File: src/rtl/fp_divsqrt_sched_if.sv
// Handshake bundle between the divide/sqrt requesters and the shared
// mantissa-engine scheduler. The scheduler takes the slave side; the
// requesters and the engine take the master side.
interface fp_divsqrt_sched_if;
  logic in_div_req;
  logic in_div_dp;
  logic in_sqrt_req;
  logic in_sqrt_dp;
  logic in_flush;
  logic out_load;
  logic out_shift_en;
  logic out_sel_sqrt;
  logic out_sel_dp;
  logic out_busy;
  logic out_div_done;
  logic out_sqrt_done;
  logic out_div_stall;
  logic out_sqrt_stall;

  modport slave (
    input  in_div_req, in_div_dp, in_sqrt_req, in_sqrt_dp, in_flush,
    output out_load, out_shift_en, out_sel_sqrt, out_sel_dp, out_busy,
    output out_div_done, out_sqrt_done, out_div_stall, out_sqrt_stall
  );

  modport master (
    output in_div_req, in_div_dp, in_sqrt_req, in_sqrt_dp, in_flush,
    input  out_load, out_shift_en, out_sel_sqrt, out_sel_dp, out_busy,
    input  out_div_done, out_sqrt_done, out_div_stall, out_sqrt_stall
  );
endinterface

File: src/rtl/fp_divsqrt_sched.sv
// Scheduler for a mantissa engine shared by the FP divider and square root.
// Arbitrates the two requesters round-robin, sequences LOAD -> ITER -> DONE,
// and returns a one-cycle done pulse to the owner. in_flush kills any
// operation without a done pulse. Control outputs are registered from the
// next-state decode so they line up exactly with the state register.
module fp_divsqrt_sched #(
  parameter int ITER_S = 26,
  parameter int ITER_D = 55
) (
  input logic           in_Clk,
  input logic           in_Rst_N,
  fp_divsqrt_sched_if.slave bus
);

  typedef enum logic [1:0] {
    ST_IDLE = 2'd0,
    ST_LOAD = 2'd1,
    ST_ITER = 2'd2,
    ST_DONE = 2'd3
  } state_t;

  // Counter start values: the count runs N-1 down to 0, giving N ITER cycles.
  localparam logic [7:0] CNT_S = 8'(ITER_S - 1);
  localparam logic [7:0] CNT_D = 8'(ITER_D - 1);

  state_t     state_r;
  state_t     state_nxt_s;
  logic [7:0] cnt_r;
  logic [7:0] cnt_nxt_s;
  logic       owner_r;       // 1 = sqrt owns the engine
  logic       owner_nxt_s;
  logic       sel_dp_r;
  logic       sel_dp_nxt_s;
  logic       last_r;        // last granted requester, 1 = sqrt
  logic       last_nxt_s;
  logic       grant_sqrt_s;

  logic       load_nxt_s;
  logic       shift_nxt_s;
  logic       busy_nxt_s;
  logic       div_done_nxt_s;
  logic       sqrt_done_nxt_s;
  logic       load_r;
  logic       shift_r;
  logic       busy_r;
  logic       div_done_r;
  logic       sqrt_done_r;

  // Round-robin arbiter: a lone request wins, a tie goes to whoever did not win last.
  always_comb begin
    grant_sqrt_s = 1'b0;
    if (bus.in_div_req && bus.in_sqrt_req) begin
      grant_sqrt_s = ~last_r;
    end else if (bus.in_sqrt_req) begin
      grant_sqrt_s = 1'b1;
    end else begin
      grant_sqrt_s = 1'b0;
    end
  end

  // State register plus the operation context latched on each grant.
  always_ff @(posedge in_Clk or negedge in_Rst_N) begin
    if (!in_Rst_N) begin
      state_r  <= ST_IDLE;
      cnt_r    <= 8'd0;
      owner_r  <= 1'b0;
      sel_dp_r <= 1'b0;
      last_r   <= 1'b1;
    end else begin
      state_r  <= state_nxt_s;
      cnt_r    <= cnt_nxt_s;
      owner_r  <= owner_nxt_s;
      sel_dp_r <= sel_dp_nxt_s;
      last_r   <= last_nxt_s;
    end
  end

  // Next-state logic; flush overrides every state and the pointer is never rolled back.
  always_comb begin
    state_nxt_s  = state_r;
    cnt_nxt_s    = cnt_r;
    owner_nxt_s  = owner_r;
    sel_dp_nxt_s = sel_dp_r;
    last_nxt_s   = last_r;
    case (state_r)
      ST_IDLE: begin
        if (!bus.in_flush && (bus.in_div_req || bus.in_sqrt_req)) begin
          state_nxt_s  = ST_LOAD;
          owner_nxt_s  = grant_sqrt_s;
          last_nxt_s   = grant_sqrt_s;
          sel_dp_nxt_s = grant_sqrt_s ? bus.in_sqrt_dp : bus.in_div_dp;
        end else begin
          state_nxt_s = ST_IDLE;
        end
      end
      ST_LOAD: begin
        if (bus.in_flush) begin
          state_nxt_s = ST_IDLE;
        end else begin
          state_nxt_s = ST_ITER;
          cnt_nxt_s   = sel_dp_r ? CNT_D : CNT_S;
        end
      end
      ST_ITER: begin
        if (bus.in_flush) begin
          state_nxt_s = ST_IDLE;
        end else if (cnt_r == 8'd0) begin
          state_nxt_s = ST_DONE;
        end else begin
          state_nxt_s = ST_ITER;
          cnt_nxt_s   = cnt_r - 8'd1;
        end
      end
      ST_DONE: begin
        state_nxt_s = ST_IDLE;
      end
      default: begin
        state_nxt_s = ST_IDLE;
      end
    endcase
  end

  // Output decode of the upcoming state, so the registered outputs match the state register.
  always_comb begin
    load_nxt_s      = 1'b0;
    shift_nxt_s     = 1'b0;
    busy_nxt_s      = 1'b0;
    div_done_nxt_s  = 1'b0;
    sqrt_done_nxt_s = 1'b0;
    case (state_nxt_s)
      ST_IDLE: begin
        busy_nxt_s = 1'b0;
      end
      ST_LOAD: begin
        load_nxt_s = 1'b1;
        busy_nxt_s = 1'b1;
      end
      ST_ITER: begin
        shift_nxt_s = 1'b1;
        busy_nxt_s  = 1'b1;
      end
      ST_DONE: begin
        busy_nxt_s      = 1'b1;
        div_done_nxt_s  = ~owner_nxt_s;
        sqrt_done_nxt_s = owner_nxt_s;
      end
      default: begin
        busy_nxt_s = 1'b0;
      end
    endcase
  end

  // Output register stage for the engine strobes and the completion pulses.
  always_ff @(posedge in_Clk or negedge in_Rst_N) begin
    if (!in_Rst_N) begin
      load_r      <= 1'b0;
      shift_r     <= 1'b0;
      busy_r      <= 1'b0;
      div_done_r  <= 1'b0;
      sqrt_done_r <= 1'b0;
    end else begin
      load_r      <= load_nxt_s;
      shift_r     <= shift_nxt_s;
      busy_r      <= busy_nxt_s;
      div_done_r  <= div_done_nxt_s;
      sqrt_done_r <= sqrt_done_nxt_s;
    end
  end

  assign bus.out_load       = load_r;
  assign bus.out_shift_en   = shift_r;
  assign bus.out_busy       = busy_r;
  assign bus.out_div_done   = div_done_r;
  assign bus.out_sqrt_done  = sqrt_done_r;
  assign bus.out_sel_sqrt   = owner_r;
  assign bus.out_sel_dp     = sel_dp_r;
  // Stall releases in the very cycle the requester sees its done pulse.
  assign bus.out_div_stall  = bus.in_div_req & ~div_done_r;
  assign bus.out_sqrt_stall = bus.in_sqrt_req & ~sqrt_done_r;

endmodule

File: src/flat_wrapper.sv
// flat-port wrapper written by rule: the top's interface ports become plain ports
module fp_divsqrt_sched_flat 
#(
  parameter int ITER_S = 26,
  parameter int ITER_D = 55
)
  (in_Clk, in_Rst_N, bus_in_div_req, bus_in_div_dp, bus_in_sqrt_req, bus_in_sqrt_dp, bus_in_flush, bus_out_load, bus_out_shift_en, bus_out_sel_sqrt, bus_out_sel_dp, bus_out_busy, bus_out_div_done, bus_out_sqrt_done, bus_out_div_stall, bus_out_sqrt_stall);
  fp_divsqrt_sched_if bus_i ();
  input logic in_Clk;
  input logic in_Rst_N;
  input wire logic [$bits(bus_i.in_div_req)-1:0] bus_in_div_req;
  input wire logic [$bits(bus_i.in_div_dp)-1:0] bus_in_div_dp;
  input wire logic [$bits(bus_i.in_sqrt_req)-1:0] bus_in_sqrt_req;
  input wire logic [$bits(bus_i.in_sqrt_dp)-1:0] bus_in_sqrt_dp;
  input wire logic [$bits(bus_i.in_flush)-1:0] bus_in_flush;
  output wire logic [$bits(bus_i.out_load)-1:0] bus_out_load;
  output wire logic [$bits(bus_i.out_shift_en)-1:0] bus_out_shift_en;
  output wire logic [$bits(bus_i.out_sel_sqrt)-1:0] bus_out_sel_sqrt;
  output wire logic [$bits(bus_i.out_sel_dp)-1:0] bus_out_sel_dp;
  output wire logic [$bits(bus_i.out_busy)-1:0] bus_out_busy;
  output wire logic [$bits(bus_i.out_div_done)-1:0] bus_out_div_done;
  output wire logic [$bits(bus_i.out_sqrt_done)-1:0] bus_out_sqrt_done;
  output wire logic [$bits(bus_i.out_div_stall)-1:0] bus_out_div_stall;
  output wire logic [$bits(bus_i.out_sqrt_stall)-1:0] bus_out_sqrt_stall;
  assign bus_i.in_div_req = bus_in_div_req;
  assign bus_i.in_div_dp = bus_in_div_dp;
  assign bus_i.in_sqrt_req = bus_in_sqrt_req;
  assign bus_i.in_sqrt_dp = bus_in_sqrt_dp;
  assign bus_i.in_flush = bus_in_flush;
  assign bus_out_load = bus_i.out_load;
  assign bus_out_shift_en = bus_i.out_shift_en;
  assign bus_out_sel_sqrt = bus_i.out_sel_sqrt;
  assign bus_out_sel_dp = bus_i.out_sel_dp;
  assign bus_out_busy = bus_i.out_busy;
  assign bus_out_div_done = bus_i.out_div_done;
  assign bus_out_sqrt_done = bus_i.out_sqrt_done;
  assign bus_out_div_stall = bus_i.out_div_stall;
  assign bus_out_sqrt_stall = bus_i.out_sqrt_stall;
  fp_divsqrt_sched #(.ITER_S(ITER_S), .ITER_D(ITER_D)) u_core (.in_Clk(in_Clk), .in_Rst_N(in_Rst_N), .bus(bus_i));
endmodule
File: config.mk
export PLATFORM = sky130hd
export DESIGN_NAME = fp_divsqrt_sched_flat
export DESIGN_NICKNAME = d
export VERILOG_FILES = /design/src/rtl/fp_divsqrt_sched_if.sv /design/src/rtl/fp_divsqrt_sched.sv /design/src/flat_wrapper.sv
export SDC_FILE = /design/constraint.sdc
export NUM_CORES = 1
export LEC_CHECK = 0
export CAP_MARGIN = 20
export CORE_MARGIN = 2
export CORE_UTILIZATION = 54
export CTS_CLUSTER_DIAMETER = 30
export DETAILED_ROUTE_END_ITERATION = 12
export PLACE_DENSITY = 0.82
export SETUP_SLACK_MARGIN = 0.5
export SYNTH_ARGS = -nofsm -noshare
export SYNTH_HDL_FRONTEND = slang
export SYNTH_SLANG_ARGS = --single-unit
export TNS_END_PERCENT = 10
File: constraint.sdc
create_clock -name in_Clk -period 3.3 [get_ports in_Clk]
set_clock_uncertainty 0.1 [all_clocks]
set_input_delay 0.33 -clock in_Clk [delete_from_list [all_inputs] [get_ports in_Clk]]
set_output_delay 0.33 -clock in_Clk [all_outputs]
set_load 0.01 [all_outputs]
==> metrics.md <==
| Metric | Value |
|---|---|
| CTS clk-pin slew, worst paths | `110 ps` |
| Resized cells post-CTS | `0` |
| Num CTS Buffers | `3` |
| Mean Syn Cell Area | `10.36 um^2` |
| CTS max path bufs | `2` |
| Routed WL | `1.805 mm` |
| Root buffer cell | `clkbuf_4` |
| Post-Syn Area | `890.9 um^2` |
| Placed cell area | `1046 um^2` |
| WL/cell | `15.30 um` |
| Hold slack | `389.6 ps` |
| Status | `finished clean` |
| Largest net degree at the start of global routing | `19` |
| Area growth syn-to-layout | `21.49%` |
| Number of synthesized flops with an enable pin | `0` |
| Drt first-iter violations | `10` |
| I/O pin count | `16` |
| Setup crit end kind | `flop` |
| Post-route cell area | `1082 um^2` |
| Nets | `111` |
| Unrepaired setup endpoints after global routing | `false` |
| Gp weighted congestion | `0.8346` |
| Initial Util | `0.5846` |
| Htree depth | `1` |
| Setup crit start kind | `flop` |
| Synth Register Bits | `18` |
| Largest Register | `u_core.cnt_r` |
| Final Hold Fails | `0` |
| F_max | `446.3 MHz` |
| Max IR drop VDD | `0.3758 mV` |
| Total iterations of the first detailed-routing run | `4` |
| PortBufs | `15` |
| Share of layout cells above drive strength 1 | `0.1176` |
| Die area | `1991 um^2` |
| Worst hold path type | `input pin to async pin` |
| Asr flop ratio synth | `1.000` |
| Remaining global-route overflow | `0` |
| Final worst path period share | `0.6790` |
| Pwr Total | `0.7020 mW` |
| CP Class | `flop to flop` |
| CTS tree | `built` |
| All-Layer GR Usage | `0.2127` |
| Leakage power | `0.4628 nW` |
| Die height | `44.62 um` |
| Vias | `721` |
| Fin crit period | `2241 ps` |
| Initial antenna violation count | `0` |
| Slew margin rel. | `0.4625` |
| Core area | `1524 um^2` |
| Worst Max-Slew Pin Slew | `803.8 ps` |
| # diodes | `0` |
| Main synth FF type | `dfrtp_1` |
| CTS Sinks | `18` |
| Largest register FFs | `8` |
| Layout Utilization | `0.7102` |
| ANT nets after route | `0` |
| # hold bufs at CTS | `0` |
| Largest regs | `u_core.cnt_r x8, u_core.state_r x2` |
| Syn Nets | `94` |
| Maxcap violations | `0` |
| Number of vias per cell | `6.110` |
| Max FO, Critical Path | `7` |
| Global-route wire length before repair | `3.056 mm` |
| DPL Wire Length | `1.291 mm` |
| DRC | `0` |
| Post-CTS Setup Inserts | `0` |
| Vias in the first global route | `740` |
| YS warnings | `0` |
| Placed cells | `114` |
| Setup TNS | `0 ps` |
| Max Slew Vio Count | `0` |
| Die Wd | `44.62 um` |
| Dpl ws | `1005 ps` |
| Distinct cells, synth | `31` |
| Final non-filler cell total | `118` |
| Final setup fails | `0` |
| Final WS setup | `1059 ps` |
| Clk_lat worst skew | `300 ps` |
| Gate Count Post-Synth | `86` |
| CP Data Required Time | `3390 ps` |
| WP data arrival | `2330 ps` |
| Pwr/cell area | `648.6 nW/um^2` |
| Register area share after synthesis | `0.5070` |
| Cell row count | `14` |
[Yosys cell counts, types with 2 or more instances]
| library cell | n | area, um^2 |
|---|---|---|
| nor3_1 | 2 | 10.01 |
| dfrtp_1 | 17 | 425.4 |
| mux2_2 | 2 | 22.52 |
| o21ai_0 | 3 | 15.01 |
| o311a_1 | 2 | 20.02 |
| nand2b_1 | 3 | 18.77 |
| o21ai_1 | 2 | 10.01 |
| or4_4 | 2 | 22.52 |
| a22o_1 | 3 | 26.28 |
| buf_2 | 3 | 15.01 |
| nand2_1 | 6 | 22.52 |
| nor2_1 | 8 | 30.03 |
| nor2b_1 | 4 | 25.02 |
| a21oi_1 | 7 | 35.03 |
| inv_1 | 5 | 18.77 |
| or4b_1 | 2 | 20.02 |
[cell families (layout without fill, tap and decap cells)]
group           count (synthesis)  in the layout  share of synthesized area
xor+xnor                        1              1                   0.009833
compound gates                 23             23                     0.1784
flops                          18             18                     0.5070
buf+inv                         8             24                    0.03792
simple gates                   31             31                     0.2037
fa+ha+maj                       1              1                    0.01404
mux                             4              4                    0.04916
[critical path, cell delays in order (launching register included)]
cell     delay, ps
dfrtp_1        470
or4_4          550
or4_4          440
o311a_1        300
a311o_1        270
[final cells by class]
cell class	instances	area [um^2]
sequential	18	451.7
timing repair buffer	15	150.1
fill	119	441.7
inverter	5	18.77
multi-input combinational	60	405.4
clock buffer	4	36.28
tap	16	20.02
[power by group]
group	internal, mW	switching [mW]	leakage, nW
sequential	0.284	0.0694	0.220
clock	0.0673	0.0713	0.0210
combinational	0.116	0.0947	0.222
total	0.467	0.235	0.463
[placed cells by master, fill, tap and decap left out, types with 2 or more instances in the layout]
cell             Yosys  layout
o311a_1              2       2
dfrtp_1             17      17
nor2_1               8       8
inv_1                5       5
or4_4                2       2
or4b_1               2       2
o21ai_1              2       2
o21ai_0              3       3
nand2b_1             3       3
a22o_1               3       3
mux2_2               2       2
clkbuf_4             0       3
nor3_1               2       2
nand2_1              6       6
nor2b_1              4       4
a21oi_1              7       7
clkdlybuf4s50_1      0      15
[path summary, 6_finish.rpt]
kind,from,to,slack (ps),cells past startpoint
min in group in_Clk,u_core.bus.out_sel_sqrt,u_core.bus.out_sel_sqrt,450,1
min reg2reg,u_core.bus.out_sel_sqrt,u_core.bus.out_sel_sqrt,450,1
max reg2reg,u_core.cnt_r[2],u_core.cnt_r[7],1060,4
max in group asynchronous,in_Rst_N,u_core.bus.out_sqrt_done,2220,1
min,in_Rst_N,u_core.cnt_r[5],390,1
max,u_core.cnt_r[2],u_core.cnt_r[7],1060,4
[routing by layer]
metal,track usage,up-vias,routed length [um],share of wire
li1,-,345,-,-
met1,0.2899,351,825,0.46
met2,0.3246,20,870,0.48
met3,0.04898,5,77,0.043
met4,0.09091,0,31,0.017
met5,0,-,0,0
Note: power is estimated with default switching activity, not from simulation.
